--- src/rtl/stream_pkg.sv ---
// Shared helpers for the stream width converters: lane index sizing.
package stream_pkg;

    localparam int MAX_LANE_IDX_W = 8;

    typedef logic [MAX_LANE_IDX_W-1:0] lane_idx_t;

    // A lane index is at least one bit wide even for a single lane.
    function automatic int lane_idx_w(input int ratio);
        int w;
        w = $clog2(ratio);
        return (w < 1) ? 1 : w;
    endfunction

endpackage

--- src/rtl/lane_select.sv ---
// Picks the lowest pending lane out of a remaining-keep mask.
module lane_select
    import stream_pkg::*;
#(
    parameter  int RATIO = 2,
    localparam int IDX_W = lane_idx_w(RATIO)
) (
    input  logic [RATIO-1:0] rem,
    output logic [IDX_W-1:0] idx,
    output logic [RATIO-1:0] onehot,
    output logic             single
);

    localparam logic [RATIO-1:0] ONE = RATIO'(1);

    always_comb begin
        idx    = '0;
        onehot = rem & (~rem + ONE);
        single = (rem != '0) && ((rem & (rem - ONE)) == '0);
        // Scan from the top so the lowest set bit wins.
        for (int i = RATIO - 1; i >= 0; i--) begin
            if (rem[i]) idx = IDX_W'(i);
        end
    end

endmodule

--- src/rtl/stream_downsize.sv ---
// Wide-to-narrow stream converter: one beat of T_DATA_RATIO lanes in,
// kept lanes out one word per cycle, lane 0 first.
module stream_downsize
    import stream_pkg::*;
#(
    parameter int T_DATA_WIDTH = 1,
    parameter int T_DATA_RATIO = 2
) (
    input  logic                    clk,
    input  logic                    rst_n,
    input  logic [T_DATA_WIDTH-1:0] s_data_i [T_DATA_RATIO],
    input  logic [T_DATA_RATIO-1:0] s_keep_i,
    input  logic                    s_last_i,
    input  logic                    s_valid_i,
    output logic                    s_ready_o,
    output logic [T_DATA_WIDTH-1:0] m_data_o,
    output logic                    m_last_o,
    output logic                    m_valid_o,
    input  logic                    m_ready_i
);

    localparam int IDX_W = lane_idx_w(T_DATA_RATIO);

    logic [T_DATA_WIDTH-1:0] buf_data [T_DATA_RATIO];
    logic [T_DATA_RATIO-1:0] rem;
    logic                    buf_last;
    logic                    buf_valid;

    logic [IDX_W-1:0]        lane;
    logic [T_DATA_RATIO-1:0] lane_onehot;
    logic                    rem_single;
    logic                    accept;
    logic                    pop;

    lane_select #(.RATIO(T_DATA_RATIO)) u_lane_select (
        .rem    (rem),
        .idx    (lane),
        .onehot (lane_onehot),
        .single (rem_single)
    );

    // Ready while the final lane drains so beats follow with no bubble.
    assign s_ready_o = !buf_valid || (m_ready_i && rem_single);
    assign accept    = s_valid_i && s_ready_o;
    assign pop       = buf_valid && m_ready_i;

    assign m_valid_o = buf_valid;
    assign m_data_o  = buf_valid ? buf_data[lane] : '0;
    assign m_last_o  = buf_valid && buf_last && rem_single;

    always_ff @(posedge clk or negedge rst_n) begin
        if (!rst_n) begin
            for (int i = 0; i < T_DATA_RATIO; i++) buf_data[i] <= '0;
            rem       <= '0;
            buf_last  <= 1'b0;
            buf_valid <= 1'b0;
        end else if (accept) begin
            // An empty-keep beat loads nothing visible and is dropped here.
            for (int i = 0; i < T_DATA_RATIO; i++) buf_data[i] <= s_data_i[i];
            rem       <= s_keep_i;
            buf_last  <= s_last_i;
            buf_valid <= |s_keep_i;
        end else if (pop) begin
            rem <= rem & ~lane_onehot;
            if (rem_single) buf_valid <= 1'b0;
        end
    end

endmodule

--- config.mk ---
export PLATFORM = sky130hd
export DESIGN_NAME = stream_downsize
export DESIGN_NICKNAME = d
export VERILOG_FILES = /design/src/rtl/stream_pkg.sv /design/src/rtl/lane_select.sv /design/src/rtl/stream_downsize.sv
export SDC_FILE = /design/constraint.sdc
export NUM_CORES = 1
export LEC_CHECK = 0
export BUFFER_PORTS_ARGS = -buffer_cell sky130_fd_sc_hd__clkbuf_2
export CAP_MARGIN = 20
export CORE_AREA = 10 10 47 49
export DETAILED_ROUTE_END_ITERATION = 8
export DIE_AREA = 0 0 57 59
export PLACE_DENSITY_LB_ADDON = 0.3
export SYNTH_ARGS = -nofsm -noshare
export SYNTH_HDL_FRONTEND = slang
export SYNTH_SLANG_ARGS = --single-unit
--- constraint.sdc ---
create_clock -name clk -period 1.7 [get_ports clk]
set_clock_uncertainty 0.2 [all_clocks]
set_input_delay 0.17 -clock clk [delete_from_list [all_inputs] [get_ports clk]]
set_output_delay 0.17 -clock clk [all_outputs]
set_load 0.02 [all_outputs]
; Yosys cells after proc, flatten, opt, wreduce, memory -nomap -nowiden
; Index checks and enable logic that the tools add are counted.
[op_classes]
bitwise_logic = 6
magnitude_cmp = 1
muxes = 11
reduce_logical = 14
n_addsub = 2
[op_table]
columns = op, count
row1 = 2-to-1 mux 1 bit, 9
row2 = bitwise AND 2 bit, 3
row3 = logical AND 1 bit, 6
row4 = nonzero test 2 bit, 3
row5 = 2-to-1 mux 2 bit, 2
row6 = inverter 2 bit, 2
row7 = adder 2 x 1 -> 2 bit (second input constant), 1
row8 = greater-or-equal comparator 2 bit (second input constant), 1
row9 = zero test 2 bit, 1
row10 = inverter 1 -> 2 bit, 1
row11 = AND reduction 2 bit, 1
row12 = OR reduction 2 bit, 1
row13 = subtractor 2 x 1 -> 2 bit (second input constant), 1
row14 = zero test 1 bit, 1
row15 = logical OR 1 bit, 1
[totals]
register_bits = 6
input_bits = 9
out_inout_bits = 4

; Longest topological paths before layout
[logic_depth]
depth_word = 9
mapped_depth = 5

; By module
; From an unflattened synthesis, not the netlist that was laid out.
[unflattened]
hier_cells = 27
hier_area_um2 = 349.1
[modules_own_cells]
columns = module, cells_per_inst, area_each_um2, n_inst, seq_area_each_um2
row1 = stream_downsize, 22, 314.1, 1, 150.1
row2 = lane_select, 5, 35.0, 1, 0.0

; Least setup slack after synthesis
; OpenSTA, ideal clock, no wires.
[synth_path]
path_kind = register to register
from = register rem[1]
to = register buf_data[0] in the netlist's numbering
path_slack_ns = 0.006
t_arrival_ns = 1.369
path_stages_with_launch = 5
n_path_buf = 0
synth_period_minus_slack_ns = 1.694
setup_time_ns = 0.125
cell_sequence = dfrtp_1 -> ha_1 -> nand2b_4 -> a21boi_4 -> mux2_2
[synth_between]
elab_chain_cells = 7
[synth_rtl]
columns = element, line_no
row1 = "start, declared", stream_downsize.sv:25  ; logic [T_DATA_RATIO-1:0] rem;
row2 = "start signal, assigned", stream_downsize.sv:60  ; rem <= s_keep_i;
row3 = "start signal, assigned", stream_downsize.sv:64  ; rem <= rem & ~lane_onehot;
row4 = subtractor 2 x 1 -> 2 bit, lane_select.sv:19  ; single = (rem != '0) && ((rem & (rem - ONE)) == '0);
row5 = bitwise AND 2 bit, lane_select.sv:19
row6 = zero test 2 bit, lane_select.sv:19
row7 = logical AND 1 bit (*), lane_select.sv:19
row8 = logical AND 1 bit (*), stream_downsize.sv:43  ; assign s_ready_o = !buf_valid || (m_ready_i && rem_single);
row9 = logical OR 1 bit (*), stream_downsize.sv:43
row10 = logical AND 1 bit (*), stream_downsize.sv:44  ; assign accept = s_valid_i && s_ready_o;
row11 = "end, declared", stream_downsize.sv:24  ; logic [T_DATA_WIDTH-1:0] buf_data [T_DATA_RATIO];
; Every way passes the cells marked *; elsewhere a longest branch is shown, timed or not.
; A chain may end at the register's enable or synchronous reset.

; Final worst setup path
[layout_path]
from = register rem[0]
to = register buf_data[0] in the netlist's numbering
; The elaborated chain is that of the path after synthesis.

==> flow_summary.toml <==
[run_status]
result_of_the_run = "finished, final reports clean"

[critical_path]
crit_chain = "inv_2 -> ha_4 -> nand2b_4 -> a21boi_4 -> mux2_2"
critical-path-top-delay-family = "flip-flops"
critPathBufInv = 1
cp_slowest_stage_delay_ns = 0.39
setup.worst_path.class = "reg2reg"
timing.critical_path.arrival_ns = 1.59
worst_setup_path_end_kind = "flop"
cp_data_required_time_ns = 1.62
crit_path_max_fanout = 4
cp_max_delay_cell = "sky130_fd_sc_hd__dfrtp_1"
setup.worst_path.start_class = "flop"

[sta]
achievable_frequency_mhz = 599
slew_headroom_pct = 75.0
max_slew.worst_pin.slew_ns = 0.375
hold-worst-slack_ns = 0.00142
timing.final.crit_period_ns = 1.67
timing.final.crit_share_pct = 98.2
finalWorstSetupSlack_ns = 0.0303
final-max-slew-violation-count = 0
rsz0062_at_grt = "true"
report.final.setup_viol = 0
final.setup.tns_ns = 0
final-hold-violation-count = 0

[grt]
groute.usage.overall_pct = 5.55
first_global_vias = 363
antenna_found_initial = 0
grt_overflow_total = 0
pin_count_of_the_biggest_net_entering_global_routing = 11
grt_first_pass_wirelength_microns = 1520

[clock_tree]
cts_tree = "built"
cts.root.buffer_cell = "sky130_fd_sc_hd__clkbuf_4"
ctsHtreeMaxLevel = 1
insertion_delay_ns = 0.23
numCtsBuffers = 3
clk_transition_reported_paths_ns = 0.04
clock_tree.buffer_depth = 2
cts.sinks = 6

[synth]
seq_area_frac_synth_pct = 41.2
syn-mean-instance-area_sq_um = 10.7
syn-num-nets = 45
post_synth_instance_area_sq_um = 364
synthCells = 34
yosys_warnings = 0
synth_cell_types = 19
postSynthRegisterBits = 6

[finish]
fin_area_sq_um = 577
fraction_of_the_core_area_covered_by_cells_at_the_end_of_the_flow_pct = 41.2
mostFrequentLayoutCells = "sky130_fd_sc_hd__clkbuf_2 (10), sky130_fd_sc_hd__buf_4 (7), sky130_fd_sc_hd__dfrtp_1 (6), sky130_fd_sc_hd__nand2_1 (4), sky130_fd_sc_hd__dlygate4sd3_1 (4)"
area_growth_pct = 58.4
diodes = 0
instances_no_fill = 74
most_common_cell_after_layout_fill_and_taps_aside = "sky130_fd_sc_hd__clkbuf_2"
ff_latch_area_sq_um = 150
multiInputGateArea_sq_um = 223
fin_nets = 71
num-fill-cells = 156
layout_cell_share_with_drive_strength_beyond_1_pct = 51.7

[route]
route.antenna.remaining_nets = 0
totalWireLength_microns = 878
via_per_inst = 4.61
vias = 341
drtIter0Drc = 9
first_pass_iters = 4
remaining_drc_errors = 0
wl_per_cell_microns = 11.9

[placement]
numPortBuffers = 12
dp_worst_setup_slack_ns = 0.0125
dpl-instance-area_sq_um = 469
detailed_place_hpwl_microns = 683
dp.cells = 65
gpl.final_weighted_congestion = 0.685

[die]
start_util_pct = 26.0
floorplan_row_count = 14
die_span_x_microns = 57
i_o_pins = 13
fp.coreArea_sq_um = 1400
die_y_microns = 59
floorplan_die_area_sq_um = 3360

[hold_path]
hold_path_class = "in2reg"

[pwr]
switching_share_pct = 38.1
fin_total_pwr_mw = 1.10
p_sw_mw = 0.419
power_frac_clock_pct = 11.1
p_int_mw = 0.682
seq_power_share_pct = 26.5
static-leakage-power_nw = 0.271
pwr-share-comb_pct = 62.4
power_per_cell_area_nw_per_um2 = 1910
worst_ir_drop_vdd_v = 0.000634

[flow_run]
count_of_maximum_capacitance_violations = 0
[final timing paths]
kind | from | slack, ns | to | cells after the start
min reg2reg | buf_last | 0.30 | buf_last | 1
min | s_keep_i[0] | 0.001 | m_valid_o | 3
max | rem[0] | 0.03 | buf_data[0] | 5
min in group asynchronous | rst_n | 0.09 | buf_data[1] | 2
max reg2reg | rem[0] | 0.03 | buf_data[0] | 5
max in group asynchronous | rst_n | 1.06 | rem[1] | 2
[synthesized netlist by cell type (all sizes together)]
| library cell | number | area (sq um) |
|---|---|---|
| nand2b | 1 | 13.8 |
| nor4 | 1 | 6.26 |
| nor2b | 3 | 18.8 |
| o221ai | 1 | 8.76 |
| nand3b | 1 | 7.51 |
| ha | 2 | 25.0 |
| mux2 | 3 | 33.8 |
| mux2i | 1 | 10.0 |
| buf | 1 | 5.00 |
| a211oi | 1 | 7.51 |
| a21boi | 1 | 18.8 |
| o21a | 1 | 7.51 |
| nor3b | 2 | 15.0 |
| dfrtp | 6 | 150 |
| nand2 | 5 | 18.8 |
| nor2 | 1 | 3.75 |
| inv | 1 | 3.75 |
| nor3 | 1 | 5.00 |
| o21ai | 1 | 5.00 |
[worst register-to-register path, cell delays in order (launching register included)]
cell and delay [ns]:
sky130_fd_sc_hd__dfrtp_1 0.39, sky130_fd_sc_hd__inv_2 0.09, sky130_fd_sc_hd__ha_4 0.20, sky130_fd_sc_hd__nand2b_4 0.16, sky130_fd_sc_hd__a21boi_4 0.16, sky130_fd_sc_hd__mux2_2 0.35
[kinds of logic after synthesis]
| family | share of synthesized area, % |
|---|---|
| AND/OR/NAND/NOR | 24.4 |
| flip-flops | 41.2 |
| AO/OA/AOI/OAI | 13.1 |
| multiplexers | 12.0 |
| buffers and inverters | 2.40 |
| adder cells (fa/ha/maj) | 6.87 |
[what timing repair did]
item,in CTS,in global routing
buffers inserted,1,2
hold buffers,4,0
resized for setup,5,4
hold endpoints to repair,9,0
endpoints found under the setup margin,2,5
pin swaps,1,1
[state kept, by name, summed over array words and instances (netlist names)]
name and cells:
m_valid_o 1, buf_data 2, rem 2, buf_last 1
[cell type report]
| class | count | share of cell area [%] |
|---|---|---|
| Clock buffer | 3 | 3.90 |
| Timing Repair Buffer | 22 | 27.3 |
| Inverter | 1 | 0.651 |
| Sequential cell | 6 | 26.0 |
| Multi-Input combinational cell | 26 | 38.6 |
| Tap cell | 16 | 3.47 |
[routing by layer]
| metal | vias to the layer above | part of all wire, % | track usage (%) |
|---|---|---|---|
| met5 | - | 0 | 0 |
| met4 | 0 | 0 | 3.02 |
| met3 | 0 | 3.2 | 2.15 |
| met2 | 4 | 57 | 9.92 |
| met1 | 165 | 40 | 5.39 |
| li1 | 172 | - | - |
[power groups by stage]
| stage | sequential, mW | clock (mW) | combinational (mW) |
|---|---|---|---|
| after global routing | 0.304 | 0.137 | 0.753 |
| after detailed placement | 0.284 | 0 | 0.565 |
| final | 0.292 | 0.122 | 0.687 |
| after floorplan | 0.267 | 0 | 0.368 |
| after CTS | 0.290 | 0.129 | 0.634 |
| after global placement | 0.281 | 0 | 0.567 |
No activity file was read; power rests on OpenSTA's default activity.
